**src/rtl/spi_peripheral.sv**
```systemverilog
// spi_peripheral: SPI mode-0 responder, oversampled in the clk domain, MSB-first, streaming replies.
// Ports:
//   clk, rst                 system clock, asynchronous active-high reset
//   SPI_SCLK/CS/MOSI/MISO    SPI link (SCLK idle low, CS active low)
//   data_to_send, tx_load    reply byte and its write strobe into the holding register
//   tx_ready                 holding register empty
//   data_received, rx_valid  last complete byte and its one-cycle strobe
//   busy                     frame in progress
//   frame_abort              one-cycle strobe when CS rises mid-byte
module spi_peripheral #(
  parameter int         SYNC_STAGES = 2,
  parameter logic [7:0] DEFAULT_TX  = 8'hFF
) (
  input  logic       clk,
  input  logic       rst,
  input  logic       SPI_SCLK,
  input  logic       SPI_CS,
  input  logic       SPI_MOSI,
  output logic       SPI_MISO,
  input  logic [7:0] data_to_send,
  input  logic       tx_load,
  output logic       tx_ready,
  output logic [7:0] data_received,
  output logic       rx_valid,
  output logic       busy,
  output logic       frame_abort
);
  typedef enum logic {IDLE, ACTIVE} state_t;
  state_t state_q, state_d;
  logic [SYNC_STAGES-1:0] sclk_sync_q, sclk_sync_d, cs_sync_q, cs_sync_d, mosi_sync_q, mosi_sync_d;
  logic [SYNC_STAGES-1:0] fill_q, fill_d;
  logic sclk_prev_q, sclk_prev_d, cs_prev_q, cs_prev_d, armed_q, armed_d;
  logic [2:0] bit_cnt_q, bit_cnt_d;
  logic [7:0] tx_shift_q, tx_shift_d, hold_q, hold_d, data_received_q, data_received_d;
  logic [6:0] rx_shift_q, rx_shift_d;
  logic hold_full_q, hold_full_d, rx_valid_q, rx_valid_d, frame_abort_q, frame_abort_d;
  logic sclk_s, cs_s, mosi_s, sclk_rise, sclk_fall, cs_rise, cs_fall, byte_start;
  logic [7:0] reload;
  assign sclk_s    = sclk_sync_q[SYNC_STAGES-1];
  assign cs_s      = cs_sync_q[SYNC_STAGES-1];
  assign mosi_s    = mosi_sync_q[SYNC_STAGES-1];
  assign sclk_rise = sclk_s & ~sclk_prev_q;
  assign sclk_fall = ~sclk_s & sclk_prev_q;
  assign cs_rise   = cs_s & ~cs_prev_q;
  // A CS fall only counts once CS has been seen high on real samples after reset,
  // so a frame already running when reset hit is ignored until CS cycles.
  assign cs_fall   = armed_q & cs_prev_q & ~cs_s;
  assign byte_start = (state_q == IDLE) ? cs_fall
                                        : (~cs_rise & sclk_fall & (bit_cnt_q == 3'd0));
  assign reload    = hold_full_q ? hold_q : DEFAULT_TX;
  always_ff @(posedge clk or posedge rst)
    if (rst) state_q <= IDLE;
    else state_q <= state_d;
  always_comb
    state_d = (state_q == IDLE) ? (cs_fall ? ACTIVE : IDLE) : (cs_rise ? IDLE : ACTIVE);
  assign busy          = state_q == ACTIVE;
  assign SPI_MISO      = tx_shift_q[7];
  assign tx_ready      = ~hold_full_q;
  assign data_received = data_received_q;
  assign rx_valid      = rx_valid_q;
  assign frame_abort   = frame_abort_q;
  always_comb begin
    sclk_sync_d     = {sclk_sync_q[SYNC_STAGES-2:0], SPI_SCLK};
    cs_sync_d       = {cs_sync_q[SYNC_STAGES-2:0], SPI_CS};
    mosi_sync_d     = {mosi_sync_q[SYNC_STAGES-2:0], SPI_MOSI};
    fill_d          = {fill_q[SYNC_STAGES-2:0], 1'b1};
    sclk_prev_d     = sclk_s;
    cs_prev_d       = cs_s;
    armed_d         = armed_q | (fill_q[SYNC_STAGES-1] & cs_s);
    // A load in the same cycle as a byte start wins: the old byte was already taken by reload.
    hold_d          = tx_load ? data_to_send : hold_q;
    hold_full_d     = tx_load | (hold_full_q & ~byte_start);
    tx_shift_d      = tx_shift_q;
    bit_cnt_d       = bit_cnt_q;
    rx_shift_d      = rx_shift_q;
    data_received_d = data_received_q;
    rx_valid_d      = 1'b0;
    frame_abort_d   = 1'b0;
    if (byte_start) begin
      tx_shift_d = reload;
      bit_cnt_d  = 3'd0;
    end else if (state_q == ACTIVE) begin
      if (cs_rise) begin
        tx_shift_d    = 8'd0;
        bit_cnt_d     = 3'd0;
        frame_abort_d = bit_cnt_q != 3'd0;
      end else if (sclk_rise) begin
        rx_shift_d = {rx_shift_q[5:0], mosi_s};
        bit_cnt_d  = bit_cnt_q + 3'd1;
        if (bit_cnt_q == 3'd7) begin
          data_received_d = {rx_shift_q, mosi_s};
          rx_valid_d      = 1'b1;
        end
      end else if (sclk_fall) begin
        tx_shift_d = {tx_shift_q[6:0], 1'b0};
      end
    end
  end
  always_ff @(posedge clk or posedge rst)
    if (rst) begin
      sclk_sync_q     <= '0;
      cs_sync_q       <= '1;
      mosi_sync_q     <= '0;
      fill_q          <= '0;
      sclk_prev_q     <= 1'b0;
      cs_prev_q       <= 1'b1;
      armed_q         <= 1'b0;
      hold_q          <= 8'd0;
      hold_full_q     <= 1'b0;
      tx_shift_q      <= 8'd0;
      bit_cnt_q       <= 3'd0;
      rx_shift_q      <= 7'd0;
      data_received_q <= 8'd0;
      rx_valid_q      <= 1'b0;
      frame_abort_q   <= 1'b0;
    end else begin
      sclk_sync_q     <= sclk_sync_d;
      cs_sync_q       <= cs_sync_d;
      mosi_sync_q     <= mosi_sync_d;
      fill_q          <= fill_d;
      sclk_prev_q     <= sclk_prev_d;
      cs_prev_q       <= cs_prev_d;
      armed_q         <= armed_d;
      hold_q          <= hold_d;
      hold_full_q     <= hold_full_d;
      tx_shift_q      <= tx_shift_d;
      bit_cnt_q       <= bit_cnt_d;
      rx_shift_q      <= rx_shift_d;
      data_received_q <= data_received_d;
      rx_valid_q      <= rx_valid_d;
      frame_abort_q   <= frame_abort_d;
    end
endmodule

```
**config.mk**
```make
export PLATFORM = sky130hd
export DESIGN_NAME = spi_peripheral
export DESIGN_NICKNAME = d
export VERILOG_FILES = /design/src/rtl/spi_peripheral.sv
export SDC_FILE = /design/constraint.sdc
export NUM_CORES = 1
export LEC_CHECK = 0
export ABC_AREA = 1
export CORE_MARGIN = 5
export CORE_UTILIZATION = 45
export CTS_BUF_LIST = sky130_fd_sc_hd__clkbuf_8
export DETAILED_ROUTE_END_ITERATION = 7
export GPL_ROUTABILITY_DRIVEN = 0
export PLACE_DENSITY_LB_ADDON = 0.2
export SLEW_MARGIN = 15
export SYNTH_ARGS = -nofsm -noshare
export SYNTH_HDL_FRONTEND = slang
export SYNTH_SLANG_ARGS = --single-unit
```
**constraint.sdc**
```tcl
create_clock -name clk -period 2.4 [get_ports clk]
set_clock_uncertainty 0.15 [all_clocks]
set_input_delay 0.6 -clock clk [delete_from_list [all_inputs] [get_ports clk]]
set_output_delay 0.6 -clock clk [all_outputs]
set_load 0.02 [all_outputs]
```
==> flow_metrics.py, run 1 <==
metrics = {
    "outcome": {
        "status": "completed",
    },
    "setup_path": {
        "regToRegEndpoint": "tx_shift_q[2]$_DFFE_PP0P_",
        "r2r.worst_path.cells": 7,
        "worst-path-max-fanout": 8,
        "cp-start-kind": "register",
        "critical_path_arrival_ns": 1.50,
        "critical_path_class": "reg2out",
        "rr_startpoint": "busy$_DFF_PP0_",
        "ff2ff_setup_slack_ns": 0.53,
        "cp-end-kind": "output port",
        "required_ns": 1.65,
    },
    "finish": {
        "fin_nets": 279,
        "synthToLayoutAreaGrowth_pct": 20.3,
        "layout-drive-gt1-share": 0.133,
        "n_antenna_cell": 0,
    },
    "die": {
        "start_util": 0.456,
        "die_w_um": 78.7,
        "die-area_sq_um": 6200,
        "die_h_um": 78.7,
        "fp-row-count": 25,
        "coreArea_sq_um": 4660,
        "io_pins": 27,
    },
    "synth": {
        "syn_area_sq_um": 2120,
        "mappedNetlistNets": 248,
        "synth_xor_area_frac": 0,
        "yosysUniqueCellTypes": 26,
        "synth_top_family_by_area": "simple AND/OR/NAND/NOR gates",
        "ys_ff_latch": 49,
        "synthSimpleGateAreaFrac": 0.246,
        "synthAdderAreaFrac": 0.0177,
        "synth.mux.area_fraction": 0.00530,
        "yosys_warnings": 0,
        "synth-compound-area-share": 0.0789,
        "syn_avg_cell_area_sq_um": 9.20,
        "syn_inst": 231,
        "ys_seq_area_frac": 0.579,
    },
    "grt": {
        "grtUsageMet1": 0.182,
        "grt_pass1_vias": 1419,
        "antenna_found_initial": 0,
        "grt.met3_usage": 0.0340,
        "grt_max_degree": 23,
        "busiest_layer": "met2",
        "grtUsageTotal": 0.129,
        "grt_pass1_wl_um": 6330,
        "grt-ovfl-total": 0,
        "met2_usage": 0.188,
    },
    "timing": {
        "worstMarginPinSlew_ns": 0.534,
        "setup_tns_ns": 0,
        "relSlewSlack": 0.643,
        "period_share": 0.938,
        "hold_violations": 0,
        "finalCriticalPeriod_ns": 2.25,
        "grt_setup_unrepaired": "no",
        "timing.hold.ws_ns": 0.206,
        "setup_violations": 0,
        "drv_slew": 0,
        "fmax_mhz": 444,
    },
    "route": {
        "postRouteAntennaNets": 0,
        "viasPerCell": 4.64,
        "first_pass_iters": 4,
        "wl_per_cell_um": 10.9,
        "drcViolationCount": 0,
        "postRouteWirelength_um": 3450,
        "via_count": 1470,
        "drtIter0Drc": 84,
    },
    "min_path": {
        "hold_path_end": "sclk_sync_q[1]$_DFF_PP0_",
        "hold_path_class": "reg2reg",
        "hold_depth": 0,
        "hold_start": "sclk_sync_q[0]$_DFF_PP0_",
    },
    "flow_run": {
        "drv_cap": 0,
    },
    "clock_network": {
        "insertion_delay_ns": 0.30,
        "cts_tree": "done",
        "cts_hold_buffers": 0,
        "cts_resized": 0,
        "cts-htree-levels": 2,
        "cts.path.max_buffers": 2,
        "clockRootBuffer": "clkbuf_8",
        "clkSinkCount": 49,
        "post-cts-setup-buffers": 0,
        "numCtsBuffers": 5,
        "path_clk_slew_ns": 0.09,
    },
    "place": {
        "hpwl_um": 2510,
        "portBuffers": 26,
    },
    "power": {
        "p_per_area_nw_per_um2": 793,
        "clockPowerShare": 0.253,
        "switching_share": 0.310,
        "p_leak_nw": 1.31,
        "peakVddDrop_v": 0.000408,
        "pwr-share-comb": 0.227,
        "internal_power_mw": 1.40,
        "p_switching_mw": 0.628,
        "pwr-share-seq": 0.519,
    },
}
-- Yosys cell counts (all sizes together) --
cell type / n / area share
mux2: 1 / 0.0053
dfstp: 3 / 0.037
clkbuf: 2 / 0.0035
ha: 3 / 0.018
nand2: 95 / 0.18
nand4: 4 / 0.012
o21ai: 22 / 0.064
o21bai: 1 / 0.0035
nand3b: 8 / 0.028
clkinv: 1 / 0.0018
dfrtp: 46 / 0.54
nand3: 2 / 0.0071
buf: 3 / 0.011
a21oi: 1 / 0.0077
inv: 31 / 0.055
a21o: 1 / 0.0035
nor2: 6 / 0.018
conb: 1 / 0.0018
-- power groups by stage --
stage	combinational, mW	sequential, mW	clock (mW)
after floorplan	0.332	1.06	0
after global placement	0.457	1.06	0
after detailed placement	0.467	1.06	0
after CTS	0.468	1.05	0.527
after global routing	0.533	1.07	0.565
final	0.461	1.05	0.513
-- sequential cells by signal, indices dropped and copies added, names as in the netlist --
register and flops:
tx_shift_q 8, sclk_sync_q 2, frame_abort 1, armed_q 1, hold_q 8, hold_full_q 1, cs_prev_q 1, sclk_prev_q 1
data_received 8, mosi_sync_q 2, fill_q 2, bit_cnt_q 3, cs_sync_q 2, rx_valid 1, busy 1, rx_shift_q 7
-- metrics by stage --
stage | cells | worst slack, ns | util | total power, mW | area [sq um]
2_1_floorplan | 231 | 0.482 | - | 1.39 | 2120
3_3_place_gp | 309 | 0.499 | 0.527 | 1.52 | 2460
3_5_place_dp | 309 | 0.476 | 0.527 | 1.53 | 2460
4_1_cts | 317 | 0.134 | 0.548 | 2.05 | 2550
5_1_grt | 317 | 0.0582 | 0.548 | 2.17 | 2550
6_report | 317 | 0.149 | 0.548 | 2.03 | 2550
-- worst max-delay path by stage --
stage / startpoint / end / slack (ns) / cells past startpoint
5_1_grt: hold_full_q$_DFF_PP0_ / tx_ready / 0.06 / 2
4_1_cts: hold_full_q$_DFF_PP0_ / tx_ready / 0.13 / 2
3_3_place_gp: hold_full_q$_DFF_PP0_ / tx_ready / 0.50 / 2
6_report: hold_full_q$_DFF_PP0_ / tx_ready / 0.15 / 2
3_5_place_dp: hold_full_q$_DFF_PP0_ / tx_ready / 0.48 / 2
2_1_floorplan: rst / armed_q$_DFF_PP0_ / 0.48 / 1
-- cells in the final DEF (no fill, tap or decap), types with 3 or more instances in the layout --
| cell | n |
|---|---|
| nand2_1 | 90 |
| dfrtp_1 | 46 |
| inv_1 | 26 |
| clkdlybuf4s50_1 | 26 |
| o21ai_0 | 15 |
| nand3b_1 | 8 |
| o21ai_2 | 7 |
| clkbuf_8 | 6 |
| inv_2 | 5 |
| nor2_1 | 5 |
| nand4_1 | 4 |
| nand2_4 | 3 |
| ha_1 | 3 |
| dfstp_2 | 3 |
-- worst max-delay path, stage by stage, from the launching register on --
cell,delay (ns)
dfrtp_1,0.47
inv_1,0.13
clkdlybuf4s50_1,0.61
-- layer usage --
layer  wire, um  vias to the layer above
met5          0                        -
met4         52                        0
met3        143                        4
met2       1490                       25
met1       1770                      673
li1           -                      768
-- cell families after synthesis --
logic type / after synthesis
AND/OR/NAND/NOR: 115
other: 1
adder cells (fa/ha/maj): 3
buffers and inverters: 37
flip-flops: 49
multiplexers: 1
AO/OA/AOI/OAI: 25
-- final cells by class --
type / instances / area, sq um
inverters: 32 / 120
multi-input cells: 145 / 743
clock inverters: 2 / 16.3
fillers: 424 / 2110
well taps: 54 / 67.6
flip-flops and latches: 49 / 1230
clock buffers: 6 / 82.6
repair buffers: 29 / 295
(Power assumes the default switching activity.)
==> inputs of run 2 (changes only) <==
Settings changed: GPL_ROUTABILITY_DRIVEN 0 to unset.
==> results of run 2 <==
Final layout, timing and power as in run 1 (identical DEF).
==> inputs of run 3 (changes only) <==
Settings changed: CAP_MARGIN set to 10.
==> results of run 3 <==
Final layout, timing and power as in run 1 (identical DEF).
